$ cat src/rtl/mdu_seq.sv
// -----------------------------------------------------------------------------
// mdu_seq -- iterative multiply/divide unit owning the HI/LO registers.
//
// Executes MULT/MULTU/DIV/DIVU one radix-2 step per cycle on unsigned
// magnitudes, then applies the result signs in a single FIX cycle.
// Total latency from the start cycle to the done pulse is WIDTH+2 cycles.
//
// Ports:
//   clk    : clock, all state updates on the rising edge
//   rst_n  : asynchronous active-low reset
//   start  : operation request, sampled only while idle
//   op     : 00 MULT, 01 MULTU, 10 DIV, 11 DIVU (sampled with start)
//   a, b   : multiplicand/dividend and multiplier/divisor
//   hi_we  : MTHI write enable (honoured only while not busy)
//   lo_we  : MTLO write enable (honoured only while not busy)
//   wdata  : MTHI/MTLO write data
//   busy   : operation in progress
//   done   : one-cycle pulse, hi/lo hold the new result in that cycle
//   hi, lo : HI/LO registers (product high/low, remainder/quotient)
// -----------------------------------------------------------------------------
module mdu_seq #(
  parameter int WIDTH = 32
) (
  input  logic             clk,
  input  logic             rst_n,
  input  logic             start,
  input  logic [1:0]       op,
  input  logic [WIDTH-1:0] a,
  input  logic [WIDTH-1:0] b,
  input  logic             hi_we,
  input  logic             lo_we,
  input  logic [WIDTH-1:0] wdata,
  output logic             busy,
  output logic             done,
  output logic [WIDTH-1:0] hi,
  output logic [WIDTH-1:0] lo
);

  localparam int CW = $clog2(WIDTH) + 1;

  typedef enum logic [1:0] {
    IDLE = 2'd0,
    CALC = 2'd1,
    FIX  = 2'd2
  } state_t;

  state_t           state;
  logic [CW-1:0]    cnt;
  logic             is_div;
  logic             neg_res;
  logic             neg_rem;
  logic             div_zero;
  logic [WIDTH-1:0] acc_hi;
  logic [WIDTH-1:0] acc_lo;
  logic [WIDTH-1:0] mcand;

  // Operand magnitudes; unsigned ops (op[0]=1) pass the raw values through.
  logic             a_neg;
  logic             b_neg;
  logic [WIDTH-1:0] a_mag;
  logic [WIDTH-1:0] b_mag;

  assign a_neg = ~op[0] & a[WIDTH-1];
  assign b_neg = ~op[0] & b[WIDTH-1];
  assign a_mag = a_neg ? -a : a;
  assign b_mag = b_neg ? -b : b;

  // Multiply step: {acc_hi,acc_lo} holds partial product and the remaining
  // multiplier bits; add mcand into the top half when the LSB is set, then
  // shift the whole accumulator right by one (carry enters at the top).
  logic [WIDTH:0]   mul_sum;
  assign mul_sum = {1'b0, acc_hi} + {1'b0, (acc_lo[0] ? mcand : {WIDTH{1'b0}})};

  // Restoring divide step: acc_hi is the partial remainder, acc_lo shifts the
  // dividend out at the top and the quotient bits in at the bottom. The
  // shifted remainder needs WIDTH+1 bits; after a successful subtract the
  // result is below the divisor, so WIDTH-bit arithmetic is exact.
  logic [WIDTH:0]   div_shift;
  logic             div_ge;
  logic [WIDTH-1:0] div_rem;
  assign div_shift = {acc_hi, acc_lo[WIDTH-1]};
  assign div_ge    = div_shift >= {1'b0, mcand};
  assign div_rem   = div_ge ? (div_shift[WIDTH-1:0] - mcand) : div_shift[WIDTH-1:0];

  // Sign fix-up. Divide by zero forces the quotient to all ones; the
  // remainder path already yields the original dividend in that case.
  logic [2*WIDTH-1:0] prod;
  logic [2*WIDTH-1:0] prod_s;
  logic [WIDTH-1:0]   quo_s;
  logic [WIDTH-1:0]   rem_s;
  assign prod   = {acc_hi, acc_lo};
  assign prod_s = neg_res ? -prod : prod;
  assign quo_s  = div_zero ? {WIDTH{1'b1}} : (neg_res ? -acc_lo : acc_lo);
  assign rem_s  = neg_rem ? -acc_hi : acc_hi;

  // Control FSM and datapath registers. busy is high exactly in CALC/FIX,
  // so HI/LO writes from the pipeline are only accepted in IDLE.
  always_ff @(posedge clk or negedge rst_n) begin
    if (!rst_n) begin
      state    <= IDLE;
      cnt      <= '0;
      is_div   <= 1'b0;
      neg_res  <= 1'b0;
      neg_rem  <= 1'b0;
      div_zero <= 1'b0;
      acc_hi   <= '0;
      acc_lo   <= '0;
      mcand    <= '0;
      busy     <= 1'b0;
      done     <= 1'b0;
      hi       <= '0;
      lo       <= '0;
    end else begin
      done <= 1'b0;
      case (state)
        IDLE: begin
          if (hi_we) hi <= wdata;
          if (lo_we) lo <= wdata;
          if (start) begin
            is_div   <= op[1];
            neg_res  <= a_neg ^ b_neg;
            neg_rem  <= op[1] & a_neg;
            div_zero <= op[1] & (b == '0);
            acc_hi   <= '0;
            acc_lo   <= op[1] ? a_mag : b_mag;
            mcand    <= op[1] ? b_mag : a_mag;
            cnt      <= '0;
            busy     <= 1'b1;
            state    <= CALC;
          end
        end
        CALC: begin
          if (is_div) begin
            acc_hi <= div_rem;
            acc_lo <= {acc_lo[WIDTH-2:0], div_ge};
          end else begin
            acc_hi <= mul_sum[WIDTH:1];
            acc_lo <= {mul_sum[0], acc_lo[WIDTH-1:1]};
          end
          cnt <= cnt + 1'b1;
          if (cnt == CW'(WIDTH - 1)) state <= FIX;
        end
        FIX: begin
          if (is_div) begin
            hi <= rem_s;
            lo <= quo_s;
          end else begin
            hi <= prod_s[2*WIDTH-1:WIDTH];
            lo <= prod_s[WIDTH-1:0];
          end
          done  <= 1'b1;
          busy  <= 1'b0;
          state <= IDLE;
        end
        default: begin
          busy  <= 1'b0;
          state <= IDLE;
        end
      endcase
    end
  end

endmodule
$ cat config.mk
export PLATFORM = sky130hd
export DESIGN_NAME = mdu_seq
export DESIGN_NICKNAME = d
export VERILOG_FILES = /design/src/rtl/mdu_seq.sv
export SDC_FILE = /design/constraint.sdc
export NUM_CORES = 1
export LEC_CHECK = 0
export ABC_AREA = 1
export CORE_MARGIN = 2
export CORE_UTILIZATION = 35
export DETAILED_ROUTE_END_ITERATION = 6
export GPL_TIMING_DRIVEN = 0
export HOLD_SLACK_MARGIN = 0.06
export SYNTH_ARGS = -nofsm -noshare
export SYNTH_HDL_FRONTEND = slang
export SYNTH_SLANG_ARGS = --single-unit
$ cat constraint.sdc
create_clock -name clk -period 4.3 [get_ports clk]
set_clock_uncertainty 0.2 [all_clocks]
set_input_delay 0.645 -clock clk [delete_from_list [all_inputs] [get_ports clk]]
set_output_delay 0.645 -clock clk [all_outputs]
set_load 0.02 [all_outputs]
==> impl_metrics.env <==
export IMPL_status="finished, final reports clean"
export IMPL_power_frac_seq_pct=19.6
export IMPL_setup_violations=0
export IMPL_cp_required_ns=4.46
export IMPL_syn_inst=3207
export IMPL_timing_rr_start="acc_lo[0]"
export IMPL_place_ws_ns=0.740
export IMPL_whs_path_depth=1
export IMPL_clkTransAtPathRegs_ns=0.08
export IMPL_p_sw_share_pct=59.5
export IMPL_p_clk_share_pct=8.7
export IMPL_cts_setup_buffers=0
export IMPL_core_sq_mm=0.0523
export IMPL_initialDrtViolationCount=2474
export IMPL_fin_tns_setup_ns=0
export IMPL_period_share_pct=83.0
export IMPL_final_util_pct=41.4
export IMPL_grt_pass1_wl_microns=134000
export IMPL_finalHoldViolCount=0
export IMPL_synth_seq_area_share_pct=23.6
export IMPL_rrSetupSlack_ns=0.73
export IMPL_syn_area_sq_mm=0.0185
export IMPL_crit_fanout=8
export IMPL_synth_area_top_cells="dfrtp_1, nand2_1, nand3_1"
export IMPL_worstSetupPathType="flop to flop"
export IMPL_yosysTopAreaCellShare_pct=23.6
export IMPL_max_stage_delay_ns=0.46
export IMPL_rows=84
export IMPL_power_leakage_nw=10.5
export IMPL_first_pass_iters=6
export IMPL_highest_layer="met4"
export IMPL_hpwl_microns=77100
export IMPL_antenna_found_initial=2
export IMPL_final_cells=4099
export IMPL_synth_seq_cells=174
export IMPL_initial_utilization_pct=35.3
export IMPL_fmax_mhz=280
export IMPL_avgSynthCellArea_sq_um=5.76
export IMPL_cts_root_buf="clkbuf_16"
export IMPL_grt_max_degree=108
export IMPL_die_w_microns=234
export IMPL_startpoint_type="flop"
export IMPL_worstHoldEndpoint="state[1]"
export IMPL_synth_distinct_cells=50
export IMPL_ys_flop_type="dfrtp_1"
export IMPL_detail_route_wl_per_cell_microns=22.7
export IMPL_nets=3570
export IMPL_gr_total_overflow=0
export IMPL_crit_chain="buf_2, nand2_1, inv_1, ha_1, inv_1, fa_1, o21ai_0, nand2_1, nand2_1, nand2_1, nand2_1, nand2_1, nand3_1, nand3_1, nand2_1, inv_1, nand2_1, nand2_1"
export IMPL_cts_tree="yes"
export IMPL_nFillCells=5862
export IMPL_num_io_pins=169
export IMPL_clk_latency_ns=0.48
export IMPL_cp_slowest_cell="fa_1"
export IMPL_multiInputGateArea_sq_mm=0.0121
export IMPL_cts_buffers_inserted=17
export IMPL_postRouteAntennaNets=0
export IMPL_seq_area_sq_mm=0.00435
export IMPL_reg2reg_depth=18
export IMPL_crit_top_cell="nand2_1"
export IMPL_drive_above_1_share_pct=2.61
export IMPL_dieArea_sq_mm=0.0547
export IMPL_maxCapViolCount=0
export IMPL_ctsHoldBuffers=1
export IMPL_grt_pass1_vias=20684
export IMPL_ys_warnings_count=0
export IMPL_dp_cells=4063
export IMPL_arrival_ns=3.73
export IMPL_cts_repair_resized=0
export IMPL_dr_wl_met2_microns=39500
export IMPL_syn_nets=3381
export IMPL_portBuffers=167
export IMPL_gp_congestion=1.05
export IMPL_cellPowerDensity_mw_per_mm2=902
export IMPL_setup_slack_ns=0.732
export IMPL_htree_levels=4
export IMPL_min_period_ns=3.57
export IMPL_num_vias=22518
export IMPL_slew_headroom_pct=16.9
export IMPL_viasPerCell=5.49
export IMPL_slew_violations=0
export IMPL_syn_to_final_growth_pct=17.3
export IMPL_synth_async_reset_ratio_pct=100
export IMPL_switchingPower_mw=11.6
export IMPL_p_comb_share_pct=71.7
export IMPL_chipHeight_microns=234
export IMPL_r2r_end="acc_hi[21]"
export IMPL_worst_pin_slew_ns=1.25
export IMPL_drc=0
export IMPL_wl_met1_microns=40000
export IMPL_wl_microns=93100
export IMPL_ir_drop_mv=0.381
export IMPL_min_from="cnt[5]"
export IMPL_tritoncts_num_sinks=174
export IMPL_synth_edf_count=0
export IMPL_min_path_type="flop to flop"
export IMPL_rsz0062_at_grt="false"
export IMPL_yosysTopAreaCell="dfrtp_1"
export IMPL_clockBufferDepth=2
export IMPL_wl_met3_microns=8460
export IMPL_track_usage_pct=33.7
export IMPL_cp_end_kind="flop"
export IMPL_power_internal_mw=7.91
## flip-flops by register name (all words and copies together) (netlist names)
| name | cells |
|---|---|
| neg_rem | 1 |
| mcand | 32 |
| neg_res | 1 |
| is_div | 1 |
| busy | 1 |
| hi | 32 |
| cnt | 6 |
| lo | 32 |
| done | 1 |
| acc_lo | 32 |
| acc_hi | 32 |
| state | 2 |
| div_zero | 1 |
## cells by family (layout without fill, tap and decap cells)
kind of cell	count (synthesis)	count (layout)	share of synthesized area, %
AO/OA/AOI/OAI	535	535	16.1
XOR/XNOR	58	58	2.75
adder cells (fa/ha/maj)	71	71	4.89
buffers and inverters	534	736	11.1
flip-flops	174	174	23.6
other	0	2	0
AND/OR/NAND/NOR	1835	1835	41.6
## worst max-delay path by stage
stage,start,end,slack [ns],depth (start not counted)
final,acc_lo[0],acc_hi[21],0.73,18
after global routing,acc_lo[0],acc_hi[21],0.62,18
after detailed placement,state[0],acc_hi[14],0.74,6
after global placement,rst_n,mcand[28],-5.31,1
after floorplan,acc_lo[0],acc_hi[21],1.80,18
after CTS,state[0],acc_lo[9],0.74,6
## through the flow
step	power (mW)	hold slack (ns)	instance area (sq um)
3_3_place_gp	17.3	0.223	21000
4_1_cts	19.1	0.249	21700
6_report	19.5	0.255	21700
5_1_grt	21.1	0.269	21700
2_1_floorplan	12.3	0.149	18500
3_5_place_dp	17.3	0.236	21000
## layout by cell type, fill, tap and decap left out, types with 14 or more instances in the layout
cell,instances
a22oi_1,14
nand3b_1,17
inv_1,414
nor2_1,388
clkbuf_1,84
clkbuf_16,17
o21ai_0,165
clkdlybuf4s50_1,166
o21ai_1,15
dfrtp_1,174
ha_1,69
xor2_1,48
buf_1,15
o211ai_1,40
nor3_1,31
nand4_1,43
nand2_1,998
nand3_1,320
a21oi_1,237
## power by group through the flow
| stage | clock network (mW) | logic, mW | registers, mW |
|---|---|---|---|
| 6_report | 1.71 | 14.0 | 3.82 |
| 5_1_grt | 1.75 | 15.5 | 3.83 |
| 4_1_cts | 1.71 | 13.6 | 3.73 |
| 3_5_place_dp | 0 | 13.6 | 3.76 |
| 3_3_place_gp | 0 | 13.6 | 3.75 |
| 2_1_floorplan | 0 | 8.87 | 3.46 |
## cells in the mapped netlist (14+ instances only)
cell and number:
buf_1 15, nand3b_1 17, nor3_1 31, xor2_1 48, dfrtp_1 174, nand3_1 320, o211ai_1 40, nand2_1 998
a22oi_1 14, inv_1 414, nor2_1 388, o21ai_0 165, a21oi_1 237, ha_1 69, nand4_1 43, clkbuf_1 82
o21ai_1 15
## layout make-up
cell class                      count  share of cell area (%)
Sequential cell                   174                    20.1
Antenna cell                        2                  0.0231
Tap cell                          688                    3.97
Buffer                            111                    2.12
Timing Repair Buffer              170                    7.94
Clock buffer                       19                    2.00
Clock inverter                     13                   0.791
Multi-Input combinational cell   2499                    55.7
Inverter                          423                    7.33
## layer usage
layer  global-route usage [%]  vias up
met5                        0        -
met4                     18.2        0
met3                     6.01      202
met2                     50.5     1132
met1                     45.9    10441
li1                         -    10743
## worst max-delay path, delay by kind of cell, from the launching register on
kind            cells  cell delay [ns]
simple gates       11             1.07
flops               1             0.33
fa+ha+maj           2             0.79
compound gates      1             0.44
buf+inv             4             0.59
(Power assumes the default switching activity.)
